[src/rtl/wb_txn_capture.sv]
// wb_txn_capture: passive Wishbone transaction tracer.
// Completed bus cycles (cyc & stb & ack) that hit the programmable address window are
// recorded into a first-word-fall-through FIFO. Each record holds the address, data,
// direction, byte selects and wait-state count.
//
// Ports:
//   clock, reset          rising-edge clock, asynchronous active-high reset
//   wb_*                  observed Wishbone IO bus signals (inputs only, never driven)
//   cfg_enable            capture enable
//   cfg_clear             synchronous flush of the FIFO and the overflow counter
//   cfg_base, cfg_mask    address filter: (adr & mask) == (base & mask)
//   rd_en                 pop request for the head entry
//   rd_valid, rd_*        head entry of the FIFO (all zero while empty)
//   count                 FIFO occupancy, 0..DEPTH
//   overflow_cnt          saturating count of records dropped on a full FIFO
module wb_txn_capture #(
    parameter int unsigned ADDR_W = 32,
    parameter int unsigned DATA_W = 32,
    parameter int unsigned DEPTH  = 16,
    parameter int unsigned WAIT_W = 8
) (
    input  logic                     clock,
    input  logic                     reset,
    input  logic [ADDR_W-1:0]        wb_adr,
    input  logic [DATA_W-1:0]        wb_dat_m2s,
    input  logic [DATA_W-1:0]        wb_dat_s2m,
    input  logic [DATA_W/8-1:0]      wb_sel,
    input  logic                     wb_we,
    input  logic                     wb_cyc,
    input  logic                     wb_stb,
    input  logic                     wb_ack,
    input  logic                     cfg_enable,
    input  logic                     cfg_clear,
    input  logic [ADDR_W-1:0]        cfg_base,
    input  logic [ADDR_W-1:0]        cfg_mask,
    input  logic                     rd_en,
    output logic                     rd_valid,
    output logic [ADDR_W-1:0]        rd_adr,
    output logic [DATA_W-1:0]        rd_dat,
    output logic                     rd_we,
    output logic [DATA_W/8-1:0]      rd_sel,
    output logic [WAIT_W-1:0]        rd_wait,
    output logic [$clog2(DEPTH):0]   count,
    output logic [15:0]              overflow_cnt
);

    localparam int unsigned SEL_W = DATA_W / 8;
    localparam int unsigned PTR_W = $clog2(DEPTH);
    localparam int unsigned CNT_W = PTR_W + 1;

    logic [ADDR_W-1:0] mem_adr  [DEPTH];
    logic [DATA_W-1:0] mem_dat  [DEPTH];
    logic              mem_we   [DEPTH];
    logic [SEL_W-1:0]  mem_sel  [DEPTH];
    logic [WAIT_W-1:0] mem_wait [DEPTH];

    logic [PTR_W-1:0]  wr_ptr;
    logic [PTR_W-1:0]  rd_ptr;
    logic [CNT_W-1:0]  cnt;
    logic [WAIT_W-1:0] wait_cnt;
    logic [15:0]       ovf;

    logic bus_active;
    logic bus_event;
    logic addr_match;
    logic push_req;
    logic empty;
    logic full;
    logic do_pop;
    logic do_push;
    logic do_drop;

    always_comb begin
        bus_active = wb_cyc & wb_stb;
        bus_event  = bus_active & wb_ack;
        addr_match = (wb_adr & cfg_mask) == (cfg_base & cfg_mask);
        push_req   = bus_event & addr_match & cfg_enable;
        empty      = (cnt == '0);
        full       = (cnt == CNT_W'(DEPTH));
        do_pop     = rd_en & ~empty;
        // A full FIFO still accepts a push when the head leaves in the same cycle.
        do_push    = push_req & (~full | do_pop);
        do_drop    = push_req & full & ~do_pop;
    end

    // Wait-state counter: counts stalled strobe cycles, restarts after each completion.
    always_ff @(posedge clock or posedge reset) begin
        if (reset) begin
            wait_cnt <= '0;
        end else if (!bus_active || wb_ack) begin
            wait_cnt <= '0;
        end else if (wait_cnt != {WAIT_W{1'b1}}) begin
            wait_cnt <= wait_cnt + WAIT_W'(1);
        end
    end

    always_ff @(posedge clock or posedge reset) begin
        if (reset) begin
            wr_ptr <= '0;
            rd_ptr <= '0;
            cnt    <= '0;
            ovf    <= '0;
        end else if (cfg_clear) begin
            wr_ptr <= '0;
            rd_ptr <= '0;
            cnt    <= '0;
            ovf    <= '0;
        end else begin
            if (do_push) begin
                wr_ptr <= wr_ptr + PTR_W'(1);
            end
            if (do_pop) begin
                rd_ptr <= rd_ptr + PTR_W'(1);
            end
            if (do_push && !do_pop) begin
                cnt <= cnt + CNT_W'(1);
            end else if (do_pop && !do_push) begin
                cnt <= cnt - CNT_W'(1);
            end
            if (do_drop && ovf != 16'hFFFF) begin
                ovf <= ovf + 16'd1;
            end
        end
    end

    // Storage needs no reset: entries are only visible once counted as valid.
    always_ff @(posedge clock) begin
        if (do_push && !cfg_clear) begin
            mem_adr[wr_ptr]  <= wb_adr;
            mem_dat[wr_ptr]  <= wb_we ? wb_dat_m2s : wb_dat_s2m;
            mem_we[wr_ptr]   <= wb_we;
            mem_sel[wr_ptr]  <= wb_sel;
            mem_wait[wr_ptr] <= wait_cnt;
        end
    end

    always_comb begin
        rd_valid     = ~empty;
        rd_adr       = '0;
        rd_dat       = '0;
        rd_we        = 1'b0;
        rd_sel       = '0;
        rd_wait      = '0;
        if (!empty) begin
            rd_adr  = mem_adr[rd_ptr];
            rd_dat  = mem_dat[rd_ptr];
            rd_we   = mem_we[rd_ptr];
            rd_sel  = mem_sel[rd_ptr];
            rd_wait = mem_wait[rd_ptr];
        end
        count        = cnt;
        overflow_cnt = ovf;
    end

endmodule

[config.mk]
export PLATFORM = sky130hd
export DESIGN_NAME = wb_txn_capture
export DESIGN_NICKNAME = d
export VERILOG_FILES = /design/src/rtl/wb_txn_capture.sv
export SDC_FILE = /design/constraint.sdc
export NUM_CORES = 1
export LEC_CHECK = 0
export ABC_AREA = 0
export ABC_CLOCK_PERIOD_IN_PS = 5650
export BUFFER_PORTS_ARGS = -buffer_cell sky130_fd_sc_hd__buf_2
export CAP_MARGIN = 20
export CORE_MARGIN = 3
export CORE_UTILIZATION = 23
export CTS_BUF_LIST = sky130_fd_sc_hd__clkbuf_4 sky130_fd_sc_hd__clkbuf_8
export CTS_CLUSTER_DIAMETER = 200
export CTS_CLUSTER_SIZE = 8
export DETAILED_ROUTE_END_ITERATION = 8
export HOLD_SLACK_MARGIN = 0.03
export PLACE_DENSITY = 0.37
export SLEW_MARGIN = 20
export SYNTH_ARGS = -nofsm -noshare
export SYNTH_HDL_FRONTEND = slang
export SYNTH_SLANG_ARGS = --single-unit
[constraint.sdc]
create_clock -name clock -period 5.65 [get_ports clock]
set_clock_uncertainty 0.15 [all_clocks]
set_input_delay 0.8475 -clock clock [delete_from_list [all_inputs] [get_ports clock]]
set_output_delay 0.8475 -clock clock [all_outputs]
set_load 0.03 [all_outputs]
Yosys cells after proc, flatten, opt, wreduce, memory -nomap -nowiden
Memories as Yosys holds them, arrays and structs flattened.
Cells that the tools add are included.
Widths: inputs -> output; s select.

storage, ports and cells
  bits in registers = 37
  memory bits (writable) = 1232
  output and inout bits = 99
  word-level logic and storage cells = 68
  memories = 5

memories
  name      depth  bits a word  rd ports  clocked after memory_dff  write ports  RTL line  text
  mem_adr   16     32           1         0                         1            51        logic [ADDR_W-1:0] mem_adr [DEPTH];
  mem_dat   16     32           1         0                         1            52        logic [DATA_W-1:0] mem_dat [DEPTH];
  mem_wait  16     8            1         0                         1            55        logic [WAIT_W-1:0] mem_wait [DEPTH];
  mem_sel   16     4            1         0                         1            54        logic [SEL_W-1:0] mem_sel [DEPTH];
  mem_we    16     1            1         0                         1            53        logic mem_we [DEPTH];

operators by class
  add/subtract/negate cells = 6
  equality and inequality tests = 4
  multiplexer cells = 19
  bitwise logic cells = 14
  reductions and logical operators = 15

operators by type and width
  kind                   number
  $mux 32                3
  $and 32x32->32         2
  $eq 32x32->1           1
  $mux 16                2
  $mux 8                 3
  $mux 4                 5
  $add 16x1->16 const B  1
  $ne 16x16->1 const B   1
  $mux 5                 3
  $add 4x1->4 const B    2
  $add 8x1->8 const B    1
  $and 1x1->1            8
  $ne 8x8->1 const B     1
  $reduce_bool 2->1      4
  $add 5x1->5 const B    1
  $eq 5x5->1 const B     1
  $logic_not 5->1        1
  $sub 5x1->5 const B    1
  $logic_and 1x1->1      4
  $logic_not 1->1        4
  $mux 1                 3
  $not 1->1              3
  $reduce_bool 3->1      1
  $logic_or 1x1->1       1
  $or 1x1->1             1

Logic depth before layout (Yosys ltp)
  depth in word-level cells = 10
  depth in mapped cells = 14
  gate-level depth less buffers = 12

Least setup slack after synthesis
No wires, ideal clock.

  path kind = input port to flip-flop
  from = input wb_adr[20]
  to = memory mem_adr[0][0], enable pin
  setup time = 0.443 ns
  arrival time = 4.108 ns
  data required time = 5.057 ns
  path slack = 0.949 ns
  cell stages on the path = 7
  path buffers = 0
  path through = xor2_1 > a22oi_1 > nand4_1 > nor3_1 > nand2_1 > nor4_1 > and2_1

between the ends
  longest elaborated chain between the ends = 8

ends and longest elaborated chain
  item                          RTL line  text
  start, declared               24        input logic [ADDR_W-1:0] wb_adr,
  $and 32x32->32                76        addr_match = (wb_adr & cfg_mask) == (cfg_base & cfg_mask);
  $eq 32x32->1                  76
  $and 1x1->1 (2 in series)     77        push_req = bus_event & addr_match & cfg_enable;
  $and 1x1->1                   82        do_push = push_req & (~full | do_pop);
  $logic_and 1x1->1             128       if (do_push && !cfg_clear) begin
  $mux 1                        128
  $mux 1 (implied by the code)  129       mem_adr[wr_ptr] <= wb_adr;
  end, declared                 51

No other way between the ends.

Final worst setup path
  from = register rd_ptr[0]
  to = output rd_dat[28]

between the ends
  longest elaborated chain between the ends = 2

ends and longest elaborated chain
  item                    RTL line  text
  start, declared         58        logic [PTR_W-1:0] rd_ptr;
  start signal, assigned  113       rd_ptr <= rd_ptr + PTR_W'(1);
  $mem_v2 16x32           n/a
  $mux 32                 144       if (!empty) begin
  end, declared           39        output logic [DATA_W-1:0] rd_dat,

No other way between the ends.

==> metrics.yaml <==
slew_violations: 0
crit_chain: "buf_4 > mux4_2 > mux4_2 > and2_1 > buf_2"
vias: 23700
drt-total-wl_mm: 146
yosys-top-cells-area: "edfxtp_1, mux4_2, dfrtp_1"
finalSetupTns_ns: 0
hold_violations: 0
critPathLaunch: "rd_ptr[0]"
min_period_ns: 4.83
dp_cells: 5231
clockBufferDepth: 3
num_io_pins: 272
r2r-start: "count[0]"
power_mw: 22.2
layout.nets: 2759
dieArea_um2: 222000
finalCritPeriodShare_pct: 85.4
syn-num-nets: 2336
synth_edf_count: 1232
dpl_cell_area_um2: 55600
synth.top_cell.area_share_pct: 74.3
synthDistinctLibCells: 48
fp-row-count: 170
arrival_ns: 3.83
grt_overflow: 0
die_h_um: 471
p_switching_mw: 6.77
clkLatencyLatePin_ns: 0.92
worst_path_most_repeated_cell: "mux4_2"
grt_usage_pct: 13.2
timing.hold.worst.start: "wb_sel[1]"
clk_pin_slew_ns: 0.07
crit_path_end_kind: "output pin"
postSynthAreaPerCell_um2: 23.2
start_kind: "register"
vdd_drop_max_v: 0.000276
final_layout_size_suffix_gt1_share_pct: 39.5
h-tree-depth: 4
grt_max_degree: 52
avgRoutedWirePerCell_um: 26.8
yosysMostFrequentCell: "edfxtp_1"
yosys-top-cells-count: "edfxtp_1, mux4_2, and2_1"
initial_core_util_pct: 23.2
design.core.area_um2: 215000
grt_pass1_wl_mm: 207
utilization_pct: 27.2
die_width_um: 471
rsz0062_at_grt: "false"
crit_required_ns: 4.65
combPwrFrac_pct: 23.6
port_buffers: 271
synthCells: 2151
place_ws_ns: 0.614
layout_setup_ws_ns: 0.823
final_cells: 5468
p_clk_share_pct: 29.3
cts_buffers: 177
power_density_nw_per_um2: 380
dp_hpwl_mm: 89.8
ys.flop_type: "edfxtp_1"
ant_nets: 0
synth_area_um2: 49800
sw_frac_of_total_pct: 30.4
drtIter0Drc: 1733
status: "completed"
worst-path-max-fanout: 26
yosysTopAreaCell: "edfxtp_1"
synth-seq-cells: 1269
maxCapViolCount: 0
gp_congestion: 0.723
yosysSeqAreaShare_pct: 76.1
worst-setup-path-type: "reg -> out"
max_slew.worst_pin.slew_ns: 1.08
slowest_stage: "dfrtp_4"
yosys_warnings: 0
p_leak_nw: 17.9
intPower_mw: 15.5
drc: 0
grt_pass1_vias: 26000
design_area_um2: 58500
cts_sinks: 1269
cp_slowest_stage_delay_ns: 0.81
syn2layout_area_growth_pct: 17.4
cts_tree: "done"
fin_hold_ws_ns: 0.188
post_cts_buffers: 0
max-slew-margin-rel_pct: 28.2
async_reset_ff_share_pct: 2.92
p_seq_share_pct: 47.1
root_buffer: "clkbuf_8"
first_pass_iters: 5
setup_viol: 0
holdCritPathClass: "in -> reg"
via_per_inst: 4.33
max_clock_freq_ghz: 0.207
antenna_found_initial: 23
-- repair_timing --
action	CTS	global route
hold endpoints to repair	40	0
resized for setup	0	0
hold buffers	2	0
endpoints found under the setup margin	0	0
-- final timing paths --
kind,slack [ns],cells after the start,to
max,0.82,5,rd_dat[28]
min,0.19,1,mem_sel[14][1]
max reg2reg,1.81,12,count[4]
min reg2reg,0.44,2,wr_ptr[3]
max in group asynchronous,4.16,3,rd_ptr[0]
min in group asynchronous,0.53,3,count[0]
-- sequential cells by signal, summed over array words and instances, names as in the netlist --
| name | cells |
|---|---|
| mem_sel | 64 |
| mem_adr | 512 |
| wait_cnt | 8 |
| mem_we | 16 |
| wr_ptr | 4 |
| mem_dat | 512 |
| mem_wait | 128 |
| count | 5 |
| rd_ptr | 4 |
| overflow_cnt | 16 |
-- cell families after synthesis --
kind of cell,share of synthesized area (%)
XOR/XNOR,0.756
flip-flops,76.1
multiplexers,18.5
adder cells (fa/ha/maj),0.316
AO/OA/AOI/OAI,0.691
AND/OR/NAND/NOR,2.66
buffers and inverters,0.972
-- layout make-up --
type / instances / area [um^2]
antenna: 9 / 22.5
clock buffer: 210 / 2690
clock inverter: 16 / 183
fill: 21100 / 157000
inverter: 5 / 21.3
multi-input combinational: 769 / 11400
sequential: 1269 / 37900
tap: 2838 / 3550
timing repair buffer: 352 / 2650
-- worst max-delay path, delay by kind of cell (launching register included) --
| family | cells | cell delay (ns) |
|---|---|---|
| muxes | 2 | 1.12 |
| DFF | 1 | 0.81 |
| buffers and inverters | 2 | 0.74 |
| and+or+nand+nor | 1 | 0.18 |
-- power by group through the flow --
stage	clock network (mW)	registers, mW	logic (mW)
finish	6.52	10.5	5.24
global route	7.25	10.5	5.67
CTS	6.86	10.5	5.52
detailed placement	0	10.7	5.50
global placement	0	10.7	5.50
floorplan	0	10.6	3.47
-- layer usage --
layer  vias up  GRT usage (%)  wire length, um
met5         -              0              102
met4        14           3.37             2840
met3       198           3.08             7160
met2       576           22.4            73400
met1     13000           16.9            62900
li1       9911              -                -
-- cell usage in the layout (no fill, tap or decap), types with 3 or more instances in the layout --
cell	synthesis	routed
edfxtp_1	1232	1232
mux4_2	385	385
buf_2	34	271
clkbuf_8	0	178
and2_1	94	78
buf_12	0	54
mux2_2	43	43
xor2_1	40	40
dfrtp_1	37	33
clkbuf_4	0	32
nor2_1	27	27
buf_4	0	25
nand2_1	21	21
a22oi_1	20	20
and2_4	1	17
nand3_1	17	17
nor2b_1	13	13
nand4_1	13	13
a21oi_1	12	12
nor3_1	11	11
ha_1	11	11
diode_2	0	9
o21ai_0	9	9
nor4_1	8	8
mux2i_1	5	5
clkinvlp_4	0	5
or4_1	4	4
inv_6	0	4
dfrtp_4	0	4
nand3b_1	3	3
and3_1	3	3
xnor2_1	3	3
inv_1	4	3
a31oi_1	3	3
o31ai_1	3	3
Power figures use the tool's default switching activity.
